### config.mk
export PLATFORM = sky130hd
export DESIGN_NAME = hazard_stall_controller
export DESIGN_NICKNAME = d
export VERILOG_FILES = /design/src/rtl/hazard_stall_controller_pkg.sv /design/src/rtl/hazard_stall_controller_sat_counter.sv /design/src/rtl/hazard_stall_controller.sv
export SDC_FILE = /design/constraint.sdc
export NUM_CORES = 1
export LEC_CHECK = 0
export ABC_AREA = 1
export BUFFER_PORTS_ARGS = -buffer_cell sky130_fd_sc_hd__buf_2
export CORE_MARGIN = 2
export CORE_UTILIZATION = 40
export CTS_BUF_LIST = sky130_fd_sc_hd__clkbuf_8
export DETAILED_ROUTE_END_ITERATION = 8
export PLACE_DENSITY = 0.73
export SYNTH_ARGS = -nofsm -noshare
export SYNTH_HDL_FRONTEND = slang
export SYNTH_SLANG_ARGS = --single-unit
export TNS_END_PERCENT = 100
### constraint.sdc
create_clock -name clk -period 1.4 [get_ports clk]
set_input_delay 0.28 -clock clk [delete_from_list [all_inputs] [get_ports clk]]
set_output_delay 0.28 -clock clk [all_outputs]
set_load 0.05 [all_outputs]
### src/rtl/hazard_stall_controller_pkg.sv
// Shared types and constants for the pipeline hazard/stall sequencing controller.
package hazard_stall_controller_pkg;

    localparam int unsigned STATE_W = 2;
    localparam int unsigned SEQ_W   = 4;
    localparam int unsigned INSTR_W = 32;

    // NOP loaded by IF/ID and ID/EX when flushed or bubbled (addi x0, x0, 0)
    localparam logic [INSTR_W-1:0] NOP_INSTR = 32'h0000_0013;

    typedef enum logic [STATE_W-1:0] {
        ST_RUN   = 2'd0,
        ST_HAZ   = 2'd1,
        ST_FLUSH = 2'd2,
        ST_BAD   = 2'd3
    } state_e;

    typedef struct packed {
        logic pc_we;
        logic ifid_we;
        logic ifid_flush;
        logic idex_we;
        logic idex_bubble;
        logic exmem_we;
    } ctrl_t;

    localparam ctrl_t CTRL_RESET  = '{pc_we: 1'b0, ifid_we: 1'b0, ifid_flush: 1'b1,
                                      idex_we: 1'b0, idex_bubble: 1'b1, exmem_we: 1'b0};
    localparam ctrl_t CTRL_FREEZE = '{pc_we: 1'b0, ifid_we: 1'b0, ifid_flush: 1'b0,
                                      idex_we: 1'b0, idex_bubble: 1'b0, exmem_we: 1'b0};
    localparam ctrl_t CTRL_RUN    = '{pc_we: 1'b1, ifid_we: 1'b1, ifid_flush: 1'b0,
                                      idex_we: 1'b1, idex_bubble: 1'b0, exmem_we: 1'b1};
    localparam ctrl_t CTRL_FLUSH  = '{pc_we: 1'b1, ifid_we: 1'b1, ifid_flush: 1'b1,
                                      idex_we: 1'b1, idex_bubble: 1'b1, exmem_we: 1'b1};
    localparam ctrl_t CTRL_STALL  = '{pc_we: 1'b0, ifid_we: 1'b0, ifid_flush: 1'b0,
                                      idex_we: 1'b1, idex_bubble: 1'b1, exmem_we: 1'b1};

endpackage

### src/rtl/hazard_stall_controller_sat_counter.sv
// Saturating up-counter with synchronous clear; clear and reset take priority over increment.
module hazard_stall_controller_sat_counter #(
    parameter int unsigned WIDTH = 16
) (
    input  logic             clk,
    input  logic             rst,
    input  logic             clr,
    input  logic             inc,
    output logic [WIDTH-1:0] count
);

    logic [WIDTH-1:0] r_count;

    always_ff @(posedge clk) begin
        if (rst || clr) begin
            r_count <= '0;
        end else if (inc && (r_count != {WIDTH{1'b1}})) begin
            r_count <= r_count + WIDTH'(1);
        end
    end

    assign count = r_count;

endmodule

### src/rtl/hazard_stall_controller.sv
// Turns load-use hazard, taken-branch and memory-busy into per-stage enables, flushes
// and bubbles, with saturating stall/flush performance counters.
module hazard_stall_controller
    import hazard_stall_controller_pkg::*;
#(
    parameter int unsigned LOAD_LAT     = 1,
    parameter int unsigned FLUSH_CYCLES = 1,
    parameter int unsigned CNT_W        = 16
) (
    input  logic               clk,
    input  logic               rst,
    input  logic               hazard,
    input  logic               branch_taken,
    input  logic               mem_busy,
    input  logic               cnt_clr,
    output logic               pc_we,
    output logic               ifid_we,
    output logic               ifid_flush,
    output logic               idex_we,
    output logic               idex_bubble,
    output logic               exmem_we,
    output logic [STATE_W-1:0] state_o,
    output logic [CNT_W-1:0]   haz_stall_cnt,
    output logic [CNT_W-1:0]   mem_stall_cnt,
    output logic [CNT_W-1:0]   flush_cnt
);

    localparam logic [SEQ_W-1:0] LOAD_RELOAD  = SEQ_W'(LOAD_LAT - 1);
    localparam logic [SEQ_W-1:0] FLUSH_RELOAD = SEQ_W'(FLUSH_CYCLES - 1);

    state_e           r_state;
    state_e           w_state_nxt;
    logic [SEQ_W-1:0] r_cnt;
    logic [SEQ_W-1:0] w_cnt_nxt;
    ctrl_t            w_ctrl;
    logic             w_haz_inc;
    logic             w_mem_inc;
    logic             w_flush_inc;

    // Mealy control and next-state: rst > mem_busy > branch_taken > hazard
    always_comb begin
        w_ctrl      = CTRL_RUN;
        w_state_nxt = r_state;
        w_cnt_nxt   = r_cnt;
        w_haz_inc   = 1'b0;
        w_mem_inc   = 1'b0;
        w_flush_inc = 1'b0;

        if (rst) begin
            w_ctrl      = CTRL_RESET;
            w_state_nxt = ST_RUN;
            w_cnt_nxt   = '0;
        end else if (mem_busy) begin
            w_ctrl    = CTRL_FREEZE;
            w_mem_inc = 1'b1;
            if (r_state == ST_BAD) begin
                w_state_nxt = ST_RUN;
                w_cnt_nxt   = '0;
            end
        end else if (branch_taken) begin
            w_ctrl      = CTRL_FLUSH;
            w_flush_inc = 1'b1;
            if (FLUSH_CYCLES > 1) begin
                w_state_nxt = ST_FLUSH;
                w_cnt_nxt   = FLUSH_RELOAD;
            end else begin
                w_state_nxt = ST_RUN;
                w_cnt_nxt   = '0;
            end
        end else begin
            case (r_state)
                ST_FLUSH: begin
                    w_ctrl      = CTRL_FLUSH;
                    w_flush_inc = 1'b1;
                    if (r_cnt <= SEQ_W'(1)) begin
                        w_state_nxt = ST_RUN;
                        w_cnt_nxt   = '0;
                    end else begin
                        w_cnt_nxt = r_cnt - SEQ_W'(1);
                    end
                end
                ST_HAZ: begin
                    w_ctrl    = CTRL_STALL;
                    w_haz_inc = 1'b1;
                    if (r_cnt <= SEQ_W'(1)) begin
                        w_state_nxt = ST_RUN;
                        w_cnt_nxt   = '0;
                    end else begin
                        w_cnt_nxt = r_cnt - SEQ_W'(1);
                    end
                end
                default: begin
                    // RUN, and the unreachable encoding which behaves as RUN
                    w_state_nxt = ST_RUN;
                    w_cnt_nxt   = '0;
                    if (hazard) begin
                        w_ctrl    = CTRL_STALL;
                        w_haz_inc = 1'b1;
                        if (LOAD_LAT > 1) begin
                            w_state_nxt = ST_HAZ;
                            w_cnt_nxt   = LOAD_RELOAD;
                        end
                    end
                end
            endcase
        end
    end

    always_ff @(posedge clk) begin
        if (rst) begin
            r_state <= ST_RUN;
            r_cnt   <= '0;
        end else begin
            r_state <= w_state_nxt;
            r_cnt   <= w_cnt_nxt;
        end
    end

    hazard_stall_controller_sat_counter #(.WIDTH(CNT_W)) u_haz_cnt (
        .clk   (clk),
        .rst   (rst),
        .clr   (cnt_clr),
        .inc   (w_haz_inc),
        .count (haz_stall_cnt)
    );

    hazard_stall_controller_sat_counter #(.WIDTH(CNT_W)) u_mem_cnt (
        .clk   (clk),
        .rst   (rst),
        .clr   (cnt_clr),
        .inc   (w_mem_inc),
        .count (mem_stall_cnt)
    );

    hazard_stall_controller_sat_counter #(.WIDTH(CNT_W)) u_flush_cnt (
        .clk   (clk),
        .rst   (rst),
        .clr   (cnt_clr),
        .inc   (w_flush_inc),
        .count (flush_cnt)
    );

    assign pc_we       = w_ctrl.pc_we;
    assign ifid_we     = w_ctrl.ifid_we;
    assign ifid_flush  = w_ctrl.ifid_flush;
    assign idex_we     = w_ctrl.idex_we;
    assign idex_bubble = w_ctrl.idex_bubble;
    assign exmem_we    = w_ctrl.exmem_we;
    assign state_o     = r_state;

endmodule

# [Word-level counts from Yosys, hierarchy flattened]
# Cells that the tools add are included.
[totals] memories=0 in_bits=6 output_inout_bits=56 wordCells=50 latchBits=0 register_bits=54 rom_bits=0 ram_bits=0
[op_classes] eq_ne=8 bitwise=0 n_lt_le_gt_ge=1 div=0 multipliers=0 n_reduce_logical=6 shifts=0 mux=26 n_addsub=4
[op_table] cell="16-bit by 1-bit adder with 16-bit output (second input constant)" n=3
[op_table] cell="16-bit != test (second input constant)" n=3
[op_table] cell="6-bit two-way mux" n=4
[op_table] cell="4-bit two-way mux" n=5
[op_table] cell="6-bit one-hot mux with 2 select lines" n=1
[op_table] cell="1-bit two-way mux" n=10
[op_table] cell="2-bit two-way mux" n=5
[op_table] cell="2-bit equality test (second input constant)" n=2
[op_table] cell="4-bit by 1-bit less-or-equal comparator with 1-bit output (second input constant)" n=1
[op_table] cell="4-bit by 1-bit != test with 1-bit output (second input constant)" n=1
[op_table] cell="4-bit by 1-bit subtractor with 4-bit output (second input constant)" n=1
[op_table] cell="1-bit logical AND" n=3
[op_table] cell="2-bit by 1-bit equality test with 1-bit output (second input constant)" n=1
[op_table] cell="2-bit by 1-bit != test with 1-bit output (second input constant)" n=1
[op_table] cell="1-bit one-hot mux with 2 select lines" n=1
[op_table] cell="2-bit AND reduction" n=1
[op_table] cell="2-bit OR reduction" n=1
[op_table] cell="1-bit logical OR" n=1

# [Logic depth before layout (Yosys ltp)]
# Gate-level depths: netlist (run 1).
[logic_depth] depth_word=6 ltp_mapped=10 ltp_nobuf=10

# [Hierarchy]
# Synthesis (run 1) repeated with hierarchy kept, for this count alone.
[unflattened] hier_cells=466 area_unflattened_um2=2945.3
[by_module_without_submodules] mod="hazard_stall_controller_sat_counter" cells_each=149 n_inst=3 seq_area_each_um2=320.3 area_per_inst_um2=950.9
[by_module_without_submodules] mod="hazard_stall_controller" cells_each=19 n_inst=1 seq_area_each_um2=0.0 area_per_inst_um2=92.6

# [Worst setup path after synthesis (run 1)]
# No wires, ideal clock.
[synth_timing] path_kind="register to register" from="register u_haz_cnt.r_count[0], in the netlist u_haz_cnt.count[0]" to="register u_haz_cnt.r_count[9], in the netlist u_haz_cnt.count[9]" slack_ns=-0.441 path_buffers=1 t_arrival_ns=1.724 path_stages_with_launch=10 synth_period_minus_slack_ns=1.841 setup_ns=0.117 path_cell_list="dfxtp_1 -> ha_1 -> nand3_1 -> inv_1 -> nand2_1 -> inv_2 -> nand3_2 -> buf_6 -> a21oi_1 -> nor2_1"
[synth_between] elab_chain_cells=2
[synth_lines] item="start: declaration" line_no="hazard_stall_controller_sat_counter.sv:12" text="logic [WIDTH-1:0] r_count;"
[synth_lines] item="start signal: assignment" line_no="hazard_stall_controller_sat_counter.sv:18" text="r_count <= r_count + WIDTH'(1);"
[synth_lines] item="branches (longest 2 deep; another with 16-bit by 1-bit adder with 16-bit output)"
# Several ways; the timed one is not identified.
# A chain may end at the register's enable or synchronous reset.

# [Final worst setup path (run 1)]
[layout_timing] from="register u_flush_cnt.r_count[1], in the netlist u_flush_cnt.count[1]" to="register u_flush_cnt.r_count[13], in the netlist u_flush_cnt.count[13]"
[layout_between] elab_chain_cells=2
[layout_lines] item="start: declaration" line_no="hazard_stall_controller_sat_counter.sv:12"
[layout_lines] item="start signal: assignment" line_no="hazard_stall_controller_sat_counter.sv:18"
[layout_lines] item="branches (longest 2 deep; another with 16-bit by 1-bit adder with 16-bit output)"
# Several ways; the timed one is not identified.

==> results of run 1 <==
[Yosys cell counts (4+ instances only)]
master and n:
nand3_1 41, inv_1 34, nor2_2 10, nor2_4 5
inv_2 4, nor2_1 97, dfxtp_1 48, nand4_1 8
nand2_2 8, nand2_1 112, a21oi_1 34, o21ai_0 8
buf_4 5
[logic make-up after synthesis]
| kind of cell | Yosys count | share of synthesized area [%] |
|---|---|---|
| flops | 48 | 34.5 |
| other cells | 1 | 0.135 |
| compound gates | 46 | 8.48 |
| xor+xnor | 4 | 1.26 |
| fa+ha+maj | 3 | 1.35 |
| simple gates | 292 | 46.9 |
| buf+inv | 47 | 7.36 |
[tightest hold or removal path: stages]
cell     delay, ns
buf_2         0.08
nor2_2        0.04
buf_12        0.15
nand2_1       0.07
nor2_1        0.03
[power by group]
| group | switching [mW] | total [mW] | internal (mW) |
|---|---|---|---|
| Sequential | 0.00564 | 1.33 | 1.33 |
| Combinational | 0.163 | 0.236 | 0.0733 |
| Clock | 0.457 | 0.847 | 0.390 |
[metal layers]
layer	vias to the layer above	global-route usage (%)	routed length (um)
met3	14	4.17	379
met2	96	30.4	3540
met1	1419	25.5	3470
met5	-	0	0
li1	1591	-	-
met4	0	6.71	149
[area by class of cell]
| class | count | area (um2) |
|---|---|---|
| Clock buffer | 6 | 82.6 |
| Tap cell | 80 | 100 |
| Inverter | 38 | 148 |
| Clock inverter | 2 | 7.51 |
| Fill cell | 615 | 2850 |
| Sequential cell | 48 | 1080 |
| Multi-Input combinational cell | 349 | 1970 |
| Timing Repair Buffer | 88 | 526 |
[stage by stage]
step	setup TNS, ns	cell area (um2)	power (mW)
6_report	0	3910	2.41
5_1_grt	-0.446	3910	2.53
4_1_cts	0	3650	2.46
3_5_place_dp	-0.212	3520	1.60
3_3_place_gp	-0.000838	3520	1.60
2_1_floorplan	-0.266	3000	1.53
[timing repair]
| action | in CTS | in global routing |
|---|---|---|
| buffers inserted | 0 | 6 |
| resized for setup | 6 | 59 |
| endpoints found under the setup margin | 11 | 46 |
| pin swaps | 1 | 18 |
| hold buffers | 0 | 0 |
| cloned | 1 | 1 |
[registers in the layout (all words and copies together) (netlist names)]
name	count
u_flush_cnt.count	16
u_haz_cnt.count	16
u_mem_cnt.count	16
[cell usage in the layout, fill, tap and decap left out, types with 6 or more instances in the layout]
master      n
dfxtp_4    23
nor2_4     22
clkbuf_8    6
dfxtp_2    25
inv_2       6
nand2_2     8
buf_4      28
nand2_1   108
nand3_1    35
buf_2      59
nand3_2     8
nand4_1     8
nor2_1     81
a21oi_2    16
nor2_2     10
inv_1      32
a21oi_1    18
[worst min path at each step]
stage	from	end	slack (ns)
6_report	cnt_clr	u_flush_cnt.count[8]	0.38
5_1_grt	cnt_clr	u_flush_cnt.count[8]	0.38
4_1_cts	cnt_clr	u_flush_cnt.count[3]	0.36
3_5_place_dp	u_haz_cnt.count[14]	u_haz_cnt.count[14]	0.49
3_3_place_gp	u_haz_cnt.count[15]	u_haz_cnt.count[15]	0.47
2_1_floorplan	branch_taken	u_flush_cnt.count[0]	0.55
==> qor.csv, run 1 <==
stage,metric,value,unit
setup_path,CP Max Fanout,5,
logic_synthesis,mapped cell area,2790,um2
sta,Final Hold Vio Count,0,
clock_network,clk_lat worst skew,0.30,ns
logic_synthesis,top-area cell type share of the netlist area,34.5,%
setup_path,"slowest stage delay, CP",0.38,ns
grt,GRT Total Usage,19.1,%
logic_synthesis,register area share after synthesis,34.5,%
grt,first-pass GRT wire length,11800,um
final_layout,share of layout cells above drive strength 1,42.7,%
power,Peak VDD IR,0.348,mV
setup_path,Critical Path AT,1.58,ns
routing,remaining antenna violation count after routing,0,
setup_path,CP required,1.60,ns
flow_run,maxcap violations,0,
logic_synthesis,Synth area leader,dfxtp_1,
floorplanning,Row Count,30,
routing,post-DR wirelength/cell,12.3,um
routing,Vias/cell,5.11,
setup_path,Critical Path Stages,8,
logic_synthesis,Post-Syn Instances,441,
setup_path,family with the most delay on the worst path,simple AND/OR/NAND/NOR gates,
routing,WL final,7530,um
clock_network,"CTS clk-pin slew, worst paths",0.09,ns
place,routability cong.,0.883,
floorplanning,die area,7650,um2
sta,Final period util,98.6,%
setup_path,R2R setup slack,0.02,ns
sta,Final Critical Period,1.38,ns
status,status,completed,
grt,vias in the first global route,2626,
sta,final setup skew,0.00634,ns
clock_network,htree depth,2,
place,Post-DP HPWL,5410,um
floorplanning,Core ar.,6760,um2
setup_path,reg2reg end,u_flush_cnt.count[13],
logic_synthesis,ys async rst share,0,%
setup_path,CP Capture Point,u_flush_cnt.count[13],
setup_path,slowest cell on the critical path,dfxtp_4,
setup_path,buffer and inverter count on the worst path,1,
min_path,hold path cells,5,
grt,"Remaining Overflow, GRT",0,
grt,largest net degree at the start of global routing,24,
routing,1st-iter DRT viols,104,
place,I/O Buffers,59,
setup_path,worst r2r path cells,8,
clock_network,CTS Buf Count,5,
final_layout,# diodes,0,
place,"worst slack, placed",-0.0391,ns
setup_path,crit end category,flop,
logic_synthesis,Post-synth top flop,dfxtp_1,
sta,RSZ-0062 raised after global routing,yes,
routing,TritonRoute pass-1 iters,4,
sta,# setup viols final,0,
final_layout,Finished Core Util,57.8,%
clock_network,clock sink total,48,
final_layout,Final Net Count,539,
power,pwr dens,618,nW/um2
min_path,Hold Crit Class,input port to flop,
logic_synthesis,Post-synth EDFFs,0,
power,Leak,1.56,nW
clock_network,clock tree from TritonCTS,built,
logic_synthesis,Cell variety after synth,28,
sta,fmax,724,MHz
grt,initial antenna violation count,0,
logic_synthesis,Yosys Warn Count,0,
place,placed cell count,595,
setup_path,worst path cell trace,ha_4 -> inv_2 -> nor2_4 -> nand2_4 -> nor2_8 -> nor2_2 -> a21oi_1 -> nor2_1,
floorplanning,chip height,87.5,um
setup_path,startpoint type of the worst setup path,flop,
routing,Vias,3120,
logic_synthesis,Yosys reg bits,48,
routing,DR DRC count,0,
floorplanning,# IOs,62,
sta,Pins Over Slew Limit,0,
logic_synthesis,"top cells by area, synth","dfxtp_1, nand2_1, nor2_1, nand3_1, a21oi_1",
setup_path,CP Class,flop to flop,
clock_network,clock buffer depth,2,
clock_network,root buffer cell,clkbuf_8,
sta,Final WS setup,0.0193,ns
logic_synthesis,"Avg Cell Area, Syn",6.32,um2
floorplanning,Starting Density,41.3,%
final_layout,Non-Filler Instances,611,
sta,hold_ws,0.378,ns
floorplanning,Die Wd,87.5,um
setup_path,RR Startpoint,u_flush_cnt.count[1],
setup_path,Worst Setup SP,u_flush_cnt.count[1],
final_layout,Area growth syn-to-layout,40.2,%
Note: power is estimated with default switching activity, not from simulation.
==> inputs of run 2 (changes only) <==
Settings changed: CORE_UTILIZATION 40 to 45, PLACE_DENSITY 0.73 to 0.71.
==> run 2 against run 1 <==
Sequential power about the same. Clock power is 3.2% higher. First-iteration DRC count grew 38%. Design area grew 0.29%. Wire length is 1.4% higher. Utilization rose by 8.0 points. Worst hold slack worse by 0.025 ns. Combinational power hardly changed. Global-route usage is 1.9 points higher. Via count hardly changed. Cell count fell by 0.49%. Critical path depth stayed put. Critical endpoint is now u_flush_cnt.count[9]. Largest power group unchanged.
==> qor.csv, run 2 (synthesis gave the netlist of run 1 again) <==
stage,metric,value,unit
power,Peak VDD IR,0.386,mV
setup_path,family with the most delay on the worst path,simple AND/OR/NAND/NOR gates,
setup_path,worst r2r path cells,8,
setup_path,slowest cell on the critical path,dfxtp_4,
setup_path,Most common cell on crit path,nor2_4,
min_path,hold path cells,5,
setup_path,CP Class,flop to flop,
sta,Final Critical Period,1.39,ns
floorplanning,Starting Density,46.8,%
final_layout,Area growth syn-to-layout,40.6,%
power,Leak,1.59,nW
power,Clock Power Share,35.8,%
final_layout,"commonest non-fill, non-tap cells in the layout","nand2_1, nor2_1, buf_2",
grt,GRT Total Usage,21.0,%
final_layout,Final Net Count,541,
min_path,Worst Hold Launch,cnt_clr,
sta,final setup skew,0.00799,ns
routing,remaining antenna violation count after routing,0,
grt,initial antenna violation count,0,
final_layout,share of layout cells above drive strength 1,43.3,%
final_layout,Fill cells,542,
floorplanning,Core ar.,5960,um2
clock_network,clock buffer depth,2,
power,Flop pwr share,54.5,%
clock_network,CTS Buf Count,5,
clock_network,root buffer cell,clkbuf_8,
final_layout,"commonest non-fill, non-tap cell in the layout",nand2_1,
power,Switch Pwr,0.650,mW
routing,TritonRoute pass-1 iters,4,
floorplanning,# IOs,62,
place,Post-DP HPWL,5450,um
setup_path,Critical Path AT,1.60,ns
grt,vias in the first global route,2609,
floorplanning,chip height,82.7,um
setup_path,buffer and inverter count on the worst path,1,
setup_path,startpoint type of the worst setup path,flop,
routing,DR DRC count,0,
power,Comb pwr share,9.6,%
grt,largest net degree at the start of global routing,22,
clock_network,"CTS clk-pin slew, worst paths",0.09,ns
place,"worst slack, placed",-0.0816,ns
sta,Final WS setup,0.00923,ns
routing,post-DR wirelength/cell,12.6,um
setup_path,"slowest stage delay, CP",0.39,ns
routing,Vias/cell,5.13,
clock_network,htree depth,2,
place,routability cong.,0.881,
clock_network,clock tree from TritonCTS,built,
power,pwr dens,623,nW/um2
sta,Final Hold Vio Count,0,
sta,Pins Over Slew Limit,0,
sta,# setup viols final,0,
min_path,WHS Endpoint,u_haz_cnt.count[6],
sta,setup TNS,0,ns
status,status,completed,
routing,Vias,3117,
grt,first-pass GRT wire length,11300,um
setup_path,CP Max Fanout,5,
setup_path,reg2reg end,u_flush_cnt.count[9],
setup_path,RR Startpoint,u_flush_cnt.count[1],
clock_network,clk_lat worst skew,0.31,ns
place,I/O Buffers,59,
min_path,Hold Crit Class,input port to flop,
floorplanning,Die Wd,82.7,um
sta,RSZ-0062 raised after global routing,yes,
clock_network,clock sink total,48,
flow_run,maxcap violations,0,
final_layout,# diodes,0,
clock_network,number of hold buffers added after CTS,0,
routing,WL final,7640,um
power,Internal Power,1.79,mW
setup_path,CP required,1.61,ns
setup_path,crit end category,flop,
sta,fmax,719,MHz
grt,"Remaining Overflow, GRT",0,
setup_path,R2R setup slack,0.009,ns
floorplanning,die area,6840,um2
floorplanning,Row Count,28,
routing,1st-iter DRT viols,144,
sta,Final period util,99.3,%
power,Sw Ratio,26.6,%
setup_path,worst path cell trace,ha_4 -> inv_2 -> nor2_4 -> nand2_4 -> nor2_8 -> nor2_4 -> a21oi_2 -> nor2_1,
-- run 2: cell types whose count changed in the layout (fill, tap and decap cells not counted), sizes merged --
cell	previous run	this run
clkinvlp	0	1
clkinv	2	1
buf	88	89
nand2	120	121
-- run 2: stage by stage --
step	hold slack, ns	area, um2	total power, mW	cells	utilization (%)
after floorplan	0.549	3000	1.53	442	-
after global placement	0.468	3520	1.59	592	59.0
after detailed placement	0.486	3520	1.60	592	59.0
after CTS	0.344	3630	2.48	600	61.0
after global routing	0.370	3920	2.54	608	65.8
final	0.352	3920	2.44	608	65.8
-- run 2: cell type report --
type                    instances  area (um2)  share of cell area (%)
multi-input cells             350        1980                    50.6
flip-flops and latches         48        1080                    27.5
repair buffers                 89         520                    13.3
inverters                      38         148                    3.77
well taps                      75        93.8                    2.39
clock buffers                   6        82.6                    2.11
clock inverters                 2        11.3                   0.287
-- run 2: what timing repair did --
item | 4_1_cts | 5_1_grt
cloned | 0 | 3
gates resized for setup | 4 | 61
pin swaps | 2 | 23
endpoints found under the setup margin | 9 | 45
buffers inserted | 0 | 5
-- run 2: power by group through the flow --
stage	Clock, mW	Combinational [mW]	Sequential, mW
global placement	0	0.218	1.37
finish	0.874	0.235	1.33
detailed placement	0	0.223	1.37
global route	0.956	0.253	1.33
CTS	0.915	0.225	1.34
floorplan	0	0.148	1.39
-- run 2: worst max-delay path by stage --
stage | startpoint | end | slack, ns | cells past startpoint
6_report | u_flush_cnt.count[1] | u_flush_cnt.count[9] | 0.009 | 8
5_1_grt | u_flush_cnt.count[1] | u_flush_cnt.count[15] | -0.07 | 9
4_1_cts | u_haz_cnt.count[1] | u_haz_cnt.count[9] | -0.009 | 8
3_5_place_dp | mem_busy | u_mem_cnt.count[12] | -0.08 | 9
3_3_place_gp | mem_busy | u_mem_cnt.count[9] | -0.02 | 9
2_1_floorplan | u_haz_cnt.count[1] | u_haz_cnt.count[9] | -0.07 | 9
-- run 2: worst min-delay path: stages --
cell and delay (ns):
buf_2 0.08, nor2_2 0.04, buf_4 0.14, nand2_1 0.06, nor2_1 0.03
-- run 2: layer usage --
metal	share of wire [%]	global-route usage, %
met4	1.6	7.54
met2	50	37.1
met3	3.2	2.93
met5	0	0
met1	45	26.0
==> inputs of run 3 (changes only) <==
Settings changed: BUFFER_PORTS_ARGS -buffer_cell sky130_fd_sc_hd__buf_2 to -buffer_cell sky130_fd_sc_hd__buf_4.
==> run 3 against run 2 <==
Critical path type unchanged. Sequential share of layout area down 0.96 points. Critical path depth stayed put. Sequential cell count did not move. Non-clock buffer count shrank 5. Critical endpoint is now u_flush_cnt.count[10]. Sequential power hardly changed. Via count is 1.4% lower.
==> qor.csv, run 3 (synthesis gave the netlist of run 1 again) <==
stage,metric,value,unit
grt,"Remaining Overflow, GRT",0,
final_layout,"commonest non-fill, non-tap cell in the layout",nand2_1,
grt,largest net degree at the start of global routing,23,
sta,Final Hold Vio Count,0,
setup_path,family with the most delay on the worst path,simple AND/OR/NAND/NOR gates,
power,Leak,1.60,nW
grt,vias in the first global route,2684,
clock_network,CTS Buf Count,5,
floorplanning,Row Count,28,
final_layout,Final Net Count,536,
routing,Vias/cell,5.10,
routing,1st-iter DRT viols,112,
flow_run,maxcap violations,0,
clock_network,"CTS clk-pin slew, worst paths",0.09,ns
routing,post-DR wirelength/cell,12.5,um
clock_network,htree depth,2,
power,Comb pwr share,9.6,%
setup_path,worst path cell trace,ha_4 -> inv_1 -> nor2_4 -> nand2_4 -> nor2_8 -> nor2_2 -> a21oi_1 -> nor2_1,
power,Flop pwr share,52.0,%
setup_path,Critical Path AT,1.56,ns
floorplanning,# IOs,62,
power,pwr dens,638,nW/um2
place,Post-DP HPWL,5430,um
min_path,Hold Crit Class,input port to flop,
setup_path,CP required,1.60,ns
final_layout,Non-Filler Instances,603,
status,status,completed,
sta,final setup skew,0.00605,ns
clock_network,clock sink total,48,
sta,RSZ-0062 raised after global routing,yes,
routing,DR DRC count,0,
clock_network,number of hold buffers added after CTS,0,
power,Sw Ratio,24.7,%
floorplanning,chip height,82.7,um
routing,Vias,3074,
sta,hold_ws,0.371,ns
clock_network,clk_lat worst skew,0.30,ns
clock_network,clock tree from TritonCTS,built,
final_layout,Finished Core Util,67.7,%
power,Switch Pwr,0.636,mW
grt,initial antenna violation count,0,
floorplanning,Core ar.,5960,um2
setup_path,slowest cell on the critical path,dfxtp_4,
floorplanning,Starting Density,46.8,%
place,placed cell count,589,
sta,fmax,737,MHz
sta,Final period util,97.0,%
final_layout,# diodes,0,
power,Clock Power Share,38.5,%
setup_path,CP Class,flop to flop,
place,routability cong.,0.888,
sta,Pins Over Slew Limit,0,
setup_path,buffer and inverter count on the worst path,1,
setup_path,crit end category,flop,
grt,GRT Total Usage,21.7,%
setup_path,"slowest stage delay, CP",0.38,ns
routing,WL final,7520,um
power,Peak VDD IR,0.410,mV
clock_network,root buffer cell,clkbuf_8,
floorplanning,die area,6840,um2
floorplanning,Die Wd,82.7,um
power,Internal Power,1.94,mW
final_layout,"commonest non-fill, non-tap cells in the layout","nand2_1, buf_4, nor2_1",
place,I/O Buffers,59,
routing,TritonRoute pass-1 iters,5,
setup_path,CP Max Fanout,5,
setup_path,startpoint type of the worst setup path,flop,
final_layout,Area growth syn-to-layout,44.7,%
sta,Final Critical Period,1.36,ns
routing,remaining antenna violation count after routing,0,
sta,setup TNS,0,ns
final_layout,share of layout cells above drive strength 1,41.7,%
sta,# setup viols final,0,
grt,first-pass GRT wire length,11700,um
clock_network,clock buffer depth,2,
==> run 3: final timing paths <==
path / from / endpoint / slack [ns] / cells past startpoint
max: u_flush_cnt.count[1] / u_flush_cnt.count[10] / 0.04 / 8
min: cnt_clr / u_flush_cnt.count[15] / 0.37 / 5
max reg2reg: u_flush_cnt.count[1] / u_flush_cnt.count[10] / 0.04 / 8
min reg2reg: u_haz_cnt.count[15] / u_haz_cnt.count[15] / 0.49 / 2
==> run 3: routing by layer <==
metal	part of all wire (%)	wire length (um)	global-route usage (%)	vias up
met5	0	0	0	-
met4	1.6	121	7.21	0
met3	4.9	369	4.13	13
met2	50	3780	38.1	67
met1	43	3240	26.5	1403
li1	-	-	-	1591
==> run 3: area by class of cell <==
type                    instances  area (um2)
clock buffers                   5        68.8
clock inverters                 3        37.5
fillers                       519        1920
inverters                      38         148
multi-input cells             350        1950
flip-flops and latches         48        1070
well taps                      75        93.8
repair buffers                 84         667
==> run 3: tightest hold or removal path: cells and delay by family <==
family	cells	cell delay [ns]
buffers and inverters	2	0.23
AND/OR/NAND/NOR	3	0.14
==> run 3: per-stage QoR <==
step	instance area, um2	worst slack, ns	power, mW
detailed placement	3670	-0.0181	1.61
finish	4030	0.0423	2.57
global placement	3670	0.0110	1.61
global route	4030	-0.0724	2.66
floorplan	3000	-0.0721	1.53
CTS	3790	-0.00659	2.60
==> run 3: power groups by stage <==
stage / Sequential, mW / Combinational, mW / Clock [mW]
2_1_floorplan: 1.39 / 0.148 / 0
3_3_place_gp: 1.37 / 0.232 / 0
3_5_place_dp: 1.37 / 0.237 / 0
4_1_cts: 1.34 / 0.239 / 1.02
5_1_grt: 1.34 / 0.266 / 1.06
6_report: 1.34 / 0.246 / 0.989
==> run 3: timing repair <==
action,CTS,global route
pin swaps,0,21
buffers inserted,0,3
cloned,0,3
resized for setup,4,53
setup endpoints to repair,4,45
